<file path="config.mk">
export PLATFORM = sky130hd
export DESIGN_NAME = bcd_serial_add_ctrl
export DESIGN_NICKNAME = d
export VERILOG_FILES = /design/src/rtl/bcd_serial_add_ctrl.sv
export SDC_FILE = /design/constraint.sdc
export NUM_CORES = 1
export LEC_CHECK = 0
export CAP_MARGIN = 25
export CORE_ASPECT_RATIO = 0.6
export CORE_UTILIZATION = 50
export DETAILED_ROUTE_END_ITERATION = 10
export PLACE_DENSITY = 0.79
export SLEW_MARGIN = 25
export SYNTH_ARGS = -nofsm -noshare
export SYNTH_HDL_FRONTEND = slang
export SYNTH_SLANG_ARGS = --single-unit
</file>
<file path="constraint.sdc">
create_clock -name clk -period 9.3 [get_ports clk]
set_clock_uncertainty 0.1 [all_clocks]
set_input_delay 1.395 -clock clk [delete_from_list [all_inputs] [get_ports clk]]
set_output_delay 1.395 -clock clk [all_outputs]
set_load 0.01 [all_outputs]
</file>
<file path="src/rtl/bcd_serial_add_ctrl.sv">
// bcd_serial_add_ctrl
//   Digit-serial BCD adder controller. A start request captures two packed BCD
//   operands and a carry-in. The operands then pass one digit per clock,
//   least significant digit first, through a single-digit BCD add/correct
//   stage. This is the serial counterpart of a parallel multi-digit BCD adder.
//
// Ports
//   clk    rising-edge clock
//   rst    synchronous, active-high reset
//   start  operation request, sampled only while ready=1
//   A, B   packed BCD operands (4*DIGITS bits), digit0 = [3:0]
//   cin    carry into digit0
//   ready  high in IDLE or DONE: a start on this cycle is accepted
//   busy   high in RUN
//   done   one-cycle pulse: S, cout and err are valid
//   S      packed BCD sum, held until the next accepted start
//   cout   carry out of the most significant digit
//   err    at least one captured A/B digit was greater than 9
//
// Handshake: the request is taken on a rising edge where ready && start.
// There is no backpressure on the result side. done is high for exactly one
// cycle, DIGITS cycles after the cycle that contained the accepting edge.
// S, cout and err keep their values until the next accept or reset.
// A start seen while busy=1 is dropped, not queued.
module bcd_serial_add_ctrl #(
  parameter int DIGITS = 3
) (
  input  logic                clk,
  input  logic                rst,
  input  logic                start,
  input  logic [4*DIGITS-1:0] A,
  input  logic [4*DIGITS-1:0] B,
  input  logic                cin,
  output logic                ready,
  output logic                busy,
  output logic                done,
  output logic [4*DIGITS-1:0] S,
  output logic                cout,
  output logic                err
);

  localparam int W  = 4 * DIGITS;
  localparam int IW = (DIGITS > 1) ? $clog2(DIGITS) : 1;

  typedef enum logic [1:0] {
    ST_IDLE = 2'd0,
    ST_RUN  = 2'd1,
    ST_DONE = 2'd2
  } state_t;

  state_t          state_q, state_d;
  logic [IW-1:0]   idx_q, idx_d;
  logic            carry_q, carry_d;
  logic [W-1:0]    a_q, a_d;
  logic [W-1:0]    b_q, b_d;
  logic [W-1:0]    s_q, s_d;
  logic            cout_q, cout_d;
  logic            err_q, err_d;
  logic            done_q, done_d;

  // Single-digit stage signals
  logic [3:0]      a_dig;
  logic [3:0]      b_dig;
  logic [4:0]      t_sum;
  logic [3:0]      res_dig;
  logic            carry_n;
  logic            in_err;

  // Digit select for the current index, and the BCD add/correct step.
  // Invalid digits use the same rule; the result wraps mod 16.
  always_comb begin
    a_dig = 4'd0;
    b_dig = 4'd0;
    for (int i = 0; i < DIGITS; i++) begin
      if (idx_q == IW'(i)) begin
        a_dig = a_q[i*4 +: 4];
        b_dig = b_q[i*4 +: 4];
      end
    end
    t_sum = {1'b0, a_dig} + {1'b0, b_dig} + {4'd0, carry_q};
    if (t_sum > 5'd9) begin
      res_dig = t_sum[3:0] + 4'd6;
      carry_n = 1'b1;
    end else begin
      res_dig = t_sum[3:0];
      carry_n = 1'b0;
    end
  end

  // Flag any non-decimal digit on the incoming operands.
  // This is only used at the accept edge.
  always_comb begin
    in_err = 1'b0;
    for (int i = 0; i < DIGITS; i++) begin
      if ((A[i*4 +: 4] > 4'd9) || (B[i*4 +: 4] > 4'd9)) begin
        in_err = 1'b1;
      end
    end
  end

  // Next-state and datapath update
  always_comb begin
    state_d = state_q;
    idx_d   = idx_q;
    carry_d = carry_q;
    a_d     = a_q;
    b_d     = b_q;
    s_d     = s_q;
    cout_d  = cout_q;
    err_d   = err_q;
    done_d  = 1'b0;

    case (state_q)
      ST_IDLE, ST_DONE: begin
        if (start) begin
          a_d     = A;
          b_d     = B;
          carry_d = cin;
          idx_d   = '0;
          s_d     = '0;
          cout_d  = 1'b0;
          err_d   = in_err;
          state_d = ST_RUN;
        end else begin
          state_d = ST_IDLE;
        end
      end

      ST_RUN: begin
        for (int i = 0; i < DIGITS; i++) begin
          if (idx_q == IW'(i)) begin
            s_d[i*4 +: 4] = res_dig;
          end
        end
        carry_d = carry_n;
        idx_d   = idx_q + 1'b1;
        if (idx_q == IW'(DIGITS - 1)) begin
          cout_d  = carry_n;
          done_d  = 1'b1;
          state_d = ST_DONE;
        end
      end

      default: begin
        state_d = ST_IDLE;
      end
    endcase
  end

  always_ff @(posedge clk) begin
    if (rst) begin
      state_q <= ST_IDLE;
      idx_q   <= '0;
      carry_q <= 1'b0;
      a_q     <= '0;
      b_q     <= '0;
      s_q     <= '0;
      cout_q  <= 1'b0;
      err_q   <= 1'b0;
      done_q  <= 1'b0;
    end else begin
      state_q <= state_d;
      idx_q   <= idx_d;
      carry_q <= carry_d;
      a_q     <= a_d;
      b_q     <= b_d;
      s_q     <= s_d;
      cout_q  <= cout_d;
      err_q   <= err_d;
      done_q  <= done_d;
    end
  end

  assign ready = (state_q == ST_IDLE) || (state_q == ST_DONE);
  assign busy  = (state_q == ST_RUN);
  assign done  = done_q;
  assign S     = s_q;
  assign cout  = cout_q;
  assign err   = err_q;

endmodule

</file>
==> results.py, run 1 <==
metrics = {
    "run_status": {
        "outcome": "finished clean",
    },
    "synthesis": {
        "synth_enable_flop_cells": 0,
        "yosys.cell_types.count": 39,
        "postSynthCellCount": 278,
        "asr_flop_ratio_synth_pct": 0,
        "syn-num-nets": 315,
        "syn-mean-instance-area_um2": 7.62,
        "dominantRegCellSynth": "sky130_fd_sc_hd__dfxtp_1",
        "synth_sequential_area_ratio_pct": 41.6,
        "synthesis.yosys.warnings": 0,
        "post_synth_instance_area_um2": 2120,
        "ys_ff_latch": 44,
    },
    "worst_setup_path": {
        "worst_ep_arrival_time_ns": 4.20,
        "worst-setup-path-type": "reg2reg",
        "crit_path_cell_trace": "inv_1, ha_1, a21oi_1, nor2_1, a21oi_1, fa_1, fa_1, xor2_2, ha_1, a22o_4, o311ai_4, mux2i_1, a32o_2",
        "worst-r2r-setup-slack_ns": 5.25,
        "worst-path-buf-inv": 1,
        "required_ns": 9.44,
        "cpLargestDelayFamily": "adder cells",
        "timing.critical_path.slowest_stage_cell": "sky130_fd_sc_hd__ha_1",
        "critical_path.max_stage_delay_ns": 0.54,
        "worstSetupStartpointType": "register",
        "timing.critical_path.fanout_max": 20,
        "nature_of_the_critical_path_endpoint": "register",
    },
    "drt": {
        "drtAntennaViolNets": 0,
        "1st_iter_drt_viols": 103,
        "detail_route.first_pass.iterations": 5,
        "routed_via_density": 5.32,
        "dr_total_vias": 1979,
        "route.detailed.drc": 0,
        "wl_per_cell_um": 13.5,
        "postRouteWirelength_um": 5030,
    },
    "power_and_ir_drop": {
        "total_leakage_power_uw": 0.00101,
        "cellInternalPower_uw": 321,
        "switching_share_pct": 27.9,
        "vdd.ir_drop.worst_mv": 0.0973,
        "totalPowerFinal_uw": 446,
        "pwr-share-seq_pct": 45.8,
        "p_comb_share_pct": 21.9,
        "power_per_cell_area_nw_per_um2": 165,
        "power.clock.fraction_pct": 32.3,
        "switching_power_uw": 124,
    },
    "timing": {
        "fin_worst_hold_slack_ns": 0.364,
        "setup_slack_ns": 5.25,
        "worst_pin_slew_ns": 0.979,
        "finalSetupViolations": 0,
        "period_needed_ns": 4.05,
        "max_freq_ghz": 0.247,
        "share_of_the_clock_period_used_by_the_worst_path_after_layout_pct": 43.6,
        "total_count_of_hold_check_failures_in_the_final_report": 0,
        "max_slew_margin_pct": 34.6,
        "rsz0062_at_grt": "no",
        "timing.setup.tns_ns": 0,
        "timing.final.max_slew_violations": 0,
    },
    "placed_design": {
        "place_worst_setup_slack_ns": 5.32,
        "place.detailed.hpwl_um": 3750,
        "final_wtd_congestion": 0.875,
        "io_buffer_count": 44,
    },
    "floorplan": {
        "std_cell_rows": 17,
        "die_h_um": 52.4,
        "initial_cell_density_of_the_core_pct": 55.1,
        "dieArea_um2": 4510,
        "die_x_um": 86.1,
        "fp.coreArea_um2": 3850,
        "io-pin-count": 45,
    },
    "clocking": {
        "cts_setup_buffers": 0,
        "tritoncts_clock_tree": "built",
        "htree_levels": 2,
        "worst_case_clock_buffer_depth": 2,
        "worst_setup_hold_path_clk_slew_ns": 0.09,
        "ctsRootBufferMaster": "sky130_fd_sc_hd__clkbuf_8",
        "cts-buffers-inserted": 5,
        "cts.sink_count": 44,
        "cts_resized": 0,
        "post_cts_hold_buffer_count": 0,
        "clock_insertion_delay_worst_skew_ns": 0.30,
    },
    "global_route": {
        "via_count_of_the_first_global_routing_pass": 1857,
        "antenna_found_initial": 0,
        "global_route_wire_length_before_repair_um": 8670,
        "globalRouteTotalUtil_pct": 25.3,
        "grt_remaining_overflow": 0,
        "largest_net_degree_at_the_start_of_global_routing": 40,
    },
    "finish": {
        "final_util_pct": 70.0,
        "antennaDiodeCount": 0,
        "final_net_count": 351,
        "area_growth_syn_to_layout_pct": 27.2,
        "ratio_of_cells_with_drive_above_1_in_the_final_layout_pct": 6.67,
    },
    "worst_hold_path": {
        "min-delay-path-class": "reg2reg",
    },
    "job": {
        "timing.max_cap.violations": 0,
    },
}
-- layer usage --
metal / wire, um / track usage, % / up-vias
met1: 2650 / 37.5 / 905
met3: 361 / 6.77 / 7
met4: 34 / 5.28 / 0
li1: - / - / 1009
met5: 0 / 0 / -
met2: 1980 / 36.4 / 58
-- Yosys cell counts (2+ instances only) --
cell type | number | area, um2
sky130_fd_sc_hd__nand2_1 | 72 | 270
sky130_fd_sc_hd__dfxtp_1 | 44 | 881
sky130_fd_sc_hd__a21oi_1 | 39 | 195
sky130_fd_sc_hd__nor2_1 | 30 | 113
sky130_fd_sc_hd__clkbuf_1 | 16 | 60.1
sky130_fd_sc_hd__o21ai_0 | 15 | 75.1
sky130_fd_sc_hd__inv_1 | 9 | 33.8
sky130_fd_sc_hd__ha_1 | 7 | 87.6
sky130_fd_sc_hd__nand3_1 | 5 | 25.0
sky130_fd_sc_hd__a31oi_1 | 3 | 18.8
sky130_fd_sc_hd__nor3_1 | 3 | 15.0
sky130_fd_sc_hd__a22oi_1 | 2 | 15.0
sky130_fd_sc_hd__a32o_2 | 2 | 22.5
sky130_fd_sc_hd__and2_1 | 2 | 12.5
sky130_fd_sc_hd__fa_1 | 2 | 40.0
sky130_fd_sc_hd__mux2i_1 | 2 | 20.0
sky130_fd_sc_hd__nand3b_1 | 2 | 15.0
sky130_fd_sc_hd__nand4_1 | 2 | 12.5
-- path summary, 6_finish.rpt --
kind                         start           endpoint  cells past startpoint
max          idx_q[1]$_SDFFE_PP0P_  S[6]$_SDFFE_PP0P_                     13
min              S[7]$_SDFFE_PP0P_  S[7]$_SDFFE_PP0P_                      2
max reg2reg  idx_q[1]$_SDFFE_PP0P_  S[6]$_SDFFE_PP0P_                     13
min reg2reg      S[7]$_SDFFE_PP0P_  S[7]$_SDFFE_PP0P_                      2
-- flip-flops by register name, summed over array words and instances, names as in the netlist --
signal	cells
done	1
err	1
cout	1
S	12
a_q	12
b_q	12
idx_q	2
carry_q	1
state_q	2
-- cell type report --
type / instances / area [um2]
tap: 57 / 71.3
clock inverter: 3 / 42.5
timing repair buffer: 46 / 455
inverter: 9 / 33.8
clock buffer: 5 / 68.8
fill: 329 / 1150
multi-input combinational: 208 / 1140
sequential: 44 / 881
-- logic make-up after synthesis --
logic type / share of synthesized area [%]
multiplexers: 0.945
buffers and inverters: 4.60
AO/OA/AOI/OAI: 21.7
flip-flops: 41.6
XOR/XNOR: 1.18
AND/OR/NAND/NOR: 24.0
adder cells (fa/ha/maj): 6.02
-- power groups by stage --
stage / Clock (uW) / Combinational, uW / Sequential (uW)
2_1_floorplan: 0 / 64.2 / 207
6_report: 144 / 97.5 / 204
3_3_place_gp: 0 / 94.8 / 208
3_5_place_dp: 0 / 96.8 / 208
5_1_grt: 155 / 108 / 205
4_1_cts: 147 / 97.3 / 204
-- through the flow --
step	instance area (um2)	std cells
floorplan	2120	278
global placement	2580	364
detailed placement	2580	364
CTS	2700	372
global route	2700	372
finish	2700	372
-- worst min-delay path: stages (launching register included) --
cell                      delay (ns)
sky130_fd_sc_hd__dfxtp_1        0.34
sky130_fd_sc_hd__nand2_1        0.04
sky130_fd_sc_hd__o21ai_0        0.05
-- cells in the final DEF (no fill, tap or decap), drive strengths merged, types with 3 or more instances in the layout --
master and instances:
nand3 5, dfxtp 44, clkdlybuf4s50 44, nand2 72, o21ai 16, a32o 3
clkbuf 5, a31oi 3, a21oi 39, nor3 3, nor2 30, ha 7
inv 9
(Power assumes the default switching activity.)
==> inputs of run 2 (changes only) <==
- clock period: 9.3 -> 3.8 ns (I/O delays scaled with it)
==> run 2 against run 1 <==
  * Hold slack got worse by 0.0042 ns
  * Flip-flop and latch count is the same
  * Core utilization increased by 1.0 points
  * Sequential share of layout area decreased by 0.48 points
  * Sequential power rose by 140%
  * Maximum frequency up 14%
  * Via count rose by 1.8%
==> results.py, run 2 (synthesized netlist as in run 1, its figures left out) <==
metrics = {
    "finish": {
        "final_net_count": 357,
        "final_cells": 378,
        "layout_common_cells": "sky130_fd_sc_hd__nand2_1, sky130_fd_sc_hd__dfxtp_1, sky130_fd_sc_hd__clkdlybuf4s50_1, sky130_fd_sc_hd__a21oi_1, sky130_fd_sc_hd__nor2_1",
        "ratio_of_cells_with_drive_above_1_in_the_final_layout_pct": 9.35,
        "antennaDiodeCount": 0,
        "final_util_pct": 71.1,
        "final_design_area_no_fill_um2": 2740,
        "area_growth_syn_to_layout_pct": 29.1,
        "nFillCells": 308,
        "layout_commonest_cell": "sky130_fd_sc_hd__nand2_1",
    },
    "worst_setup_path": {
        "critical_path.reg2reg.startpoint": "idx_q[1]$_SDFFE_PP0P_",
        "worst_ep_arrival_time_ns": 3.72,
        "reg2reg_depth": 14,
        "timing.rr.end": "S[2]$_SDFFE_PP0P_",
        "nature_of_the_critical_path_endpoint": "register",
        "worstSetupStartpointType": "register",
        "required_ns": 3.96,
        "worst-setup-path-type": "reg2reg",
        "timing.critical_path.fanout_max": 11,
        "worst-r2r-setup-slack_ns": 0.23,
    },
    "clocking": {
        "cts_setup_buffers": 0,
        "cts.sink_count": 44,
        "cts-buffers-inserted": 5,
        "tritoncts_clock_tree": "built",
        "worst_setup_hold_path_clk_slew_ns": 0.09,
        "cts_resized": 0,
        "post_cts_hold_buffer_count": 0,
        "ctsRootBufferMaster": "sky130_fd_sc_hd__clkbuf_8",
        "clock_insertion_delay_worst_skew_ns": 0.30,
        "htree_levels": 2,
        "worst_case_clock_buffer_depth": 2,
    },
    "floorplan": {
        "fp.coreArea_um2": 3850,
        "die_h_um": 52.4,
        "io-pin-count": 45,
        "initial_cell_density_of_the_core_pct": 55.1,
        "dieArea_um2": 4510,
        "std_cell_rows": 17,
        "die_x_um": 86.1,
    },
    "timing": {
        "share_of_the_clock_period_used_by_the_worst_path_after_layout_pct": 93.9,
        "period_needed_ns": 3.57,
        "timing.setup.tns_ns": 0,
        "rsz0062_at_grt": "no",
        "timing.final.max_slew_violations": 0,
        "total_count_of_hold_check_failures_in_the_final_report": 0,
        "max_freq_ghz": 0.280,
        "max_slew_margin_pct": 33.6,
        "worst_pin_slew_ns": 0.994,
        "finalSetupViolations": 0,
    },
    "drt": {
        "dr_total_vias": 2015,
        "detail_route.first_pass.iterations": 4,
        "drtAntennaViolNets": 0,
        "route.detailed.drc": 0,
        "wl_per_cell_um": 14.2,
        "1st_iter_drt_viols": 101,
        "routed_via_density": 5.33,
        "postRouteWirelength_um": 5360,
    },
    "placed_design": {
        "placedCellCount": 370,
        "final_wtd_congestion": 0.834,
        "detailed_place.area_um2": 2630,
        "place.detailed.hpwl_um": 3940,
        "io_buffer_count": 44,
    },
    "global_route": {
        "largest_net_degree_at_the_start_of_global_routing": 39,
        "via_count_of_the_first_global_routing_pass": 1926,
        "global_route_wire_length_before_repair_um": 9000,
        "globalRouteTotalUtil_pct": 26.4,
        "antenna_found_initial": 0,
        "grt_remaining_overflow": 0,
    },
    "power_and_ir_drop": {
        "totalPowerFinal_uw": 1080,
        "power_per_cell_area_nw_per_um2": 394,
        "total_leakage_power_uw": 0.00103,
        "vdd.ir_drop.worst_mv": 0.201,
    },
    "worst_hold_path": {
        "worst_hold_path.endpoint": "a_q[6]$_SDFFE_PP0P_",
        "hold_path_startpoint": "a_q[6]$_SDFFE_PP0P_",
        "cell_depth_of_the_worst_min_delay_path": 2,
        "min-delay-path-class": "reg2reg",
    },
    "run_status": {
        "outcome": "finished clean",
    },
    "job": {
        "timing.max_cap.violations": 0,
    },
}
[run 2: area by class of cell]
| class | count | area (um2) | area share, % |
|---|---|---|---|
| clock buffers | 6 | 82.6 | 3.02 |
| flip-flops and latches | 44 | 881 | 32.2 |
| repair buffers | 52 | 500 | 18.3 |
| clock inverters | 2 | 15.0 | 0.549 |
| inverters | 9 | 33.8 | 1.23 |
| well taps | 57 | 71.3 | 2.61 |
| multi-input cells | 208 | 1150 | 42.1 |
[run 2: worst max path at each step]
stage | startpoint | to | slack [ns] | cells past startpoint
after floorplan | idx_q[0]$_SDFFE_PP0P_ | S[2]$_SDFFE_PP0P_ | 0.11 | 13
after global placement | idx_q[1]$_SDFFE_PP0P_ | S[6]$_SDFFE_PP0P_ | 0.24 | 14
after detailed placement | idx_q[1]$_SDFFE_PP0P_ | S[6]$_SDFFE_PP0P_ | 0.12 | 14
after CTS | idx_q[1]$_SDFFE_PP0P_ | S[6]$_SDFFE_PP0P_ | 0.06 | 14
after global routing | idx_q[0]$_SDFFE_PP0P_ | S[2]$_SDFFE_PP0P_ | 0.06 | 14
final | idx_q[1]$_SDFFE_PP0P_ | S[2]$_SDFFE_PP0P_ | 0.23 | 14
[run 2: critical path: stages (launching register included)]
cell and delay [ns]:
sky130_fd_sc_hd__dfxtp_1 0.36, sky130_fd_sc_hd__inv_1 0.07, sky130_fd_sc_hd__ha_2 0.24, sky130_fd_sc_hd__nor2_1 0.12, sky130_fd_sc_hd__a21oi_1 0.05, sky130_fd_sc_hd__nor2_1 0.08, sky130_fd_sc_hd__a21oi_1 0.06, sky130_fd_sc_hd__fa_1 0.45
sky130_fd_sc_hd__fa_2 0.39, sky130_fd_sc_hd__xor2_2 0.19, sky130_fd_sc_hd__ha_1 0.23, sky130_fd_sc_hd__a22o_4 0.28, sky130_fd_sc_hd__o311ai_4 0.33, sky130_fd_sc_hd__mux2i_2 0.35, sky130_fd_sc_hd__a32o_2 0.21
[run 2: per-layer routing]
metal / track usage (%) / share of wire [%] / vias to the layer above / wire length, um
li1: - / - / 1016 / -
met1: 38.3 / 53 / 943 / 2820
met2: 39.7 / 42 / 49 / 2230
met3: 5.20 / 4.8 / 7 / 258
met4: 8.06 / 0.86 / 0 / 46
met5: 0 / 0 / - / 0
[run 2: through the flow]
| stage | hold slack (ns) | worst slack [ns] |
|---|---|---|
| global placement | 0.341 | 0.245 |
| CTS | 0.360 | 0.0610 |
| detailed placement | 0.348 | 0.118 |
| finish | 0.360 | 0.232 |
| floorplan | 0.337 | 0.108 |
| global route | 0.382 | 0.0557 |
[run 2: power by group]
| group | internal (uW) | switching [uW] | leakage (uW) | total, uW |
|---|---|---|---|---|
| clock network | 147 | 169 | 0.0000434 | 317 |
| logic | 122 | 141 | 0.000629 | 263 |
| registers | 485 | 14.1 | 0.000359 | 499 |
| total | 754 | 325 | 0.00103 | 1080 |
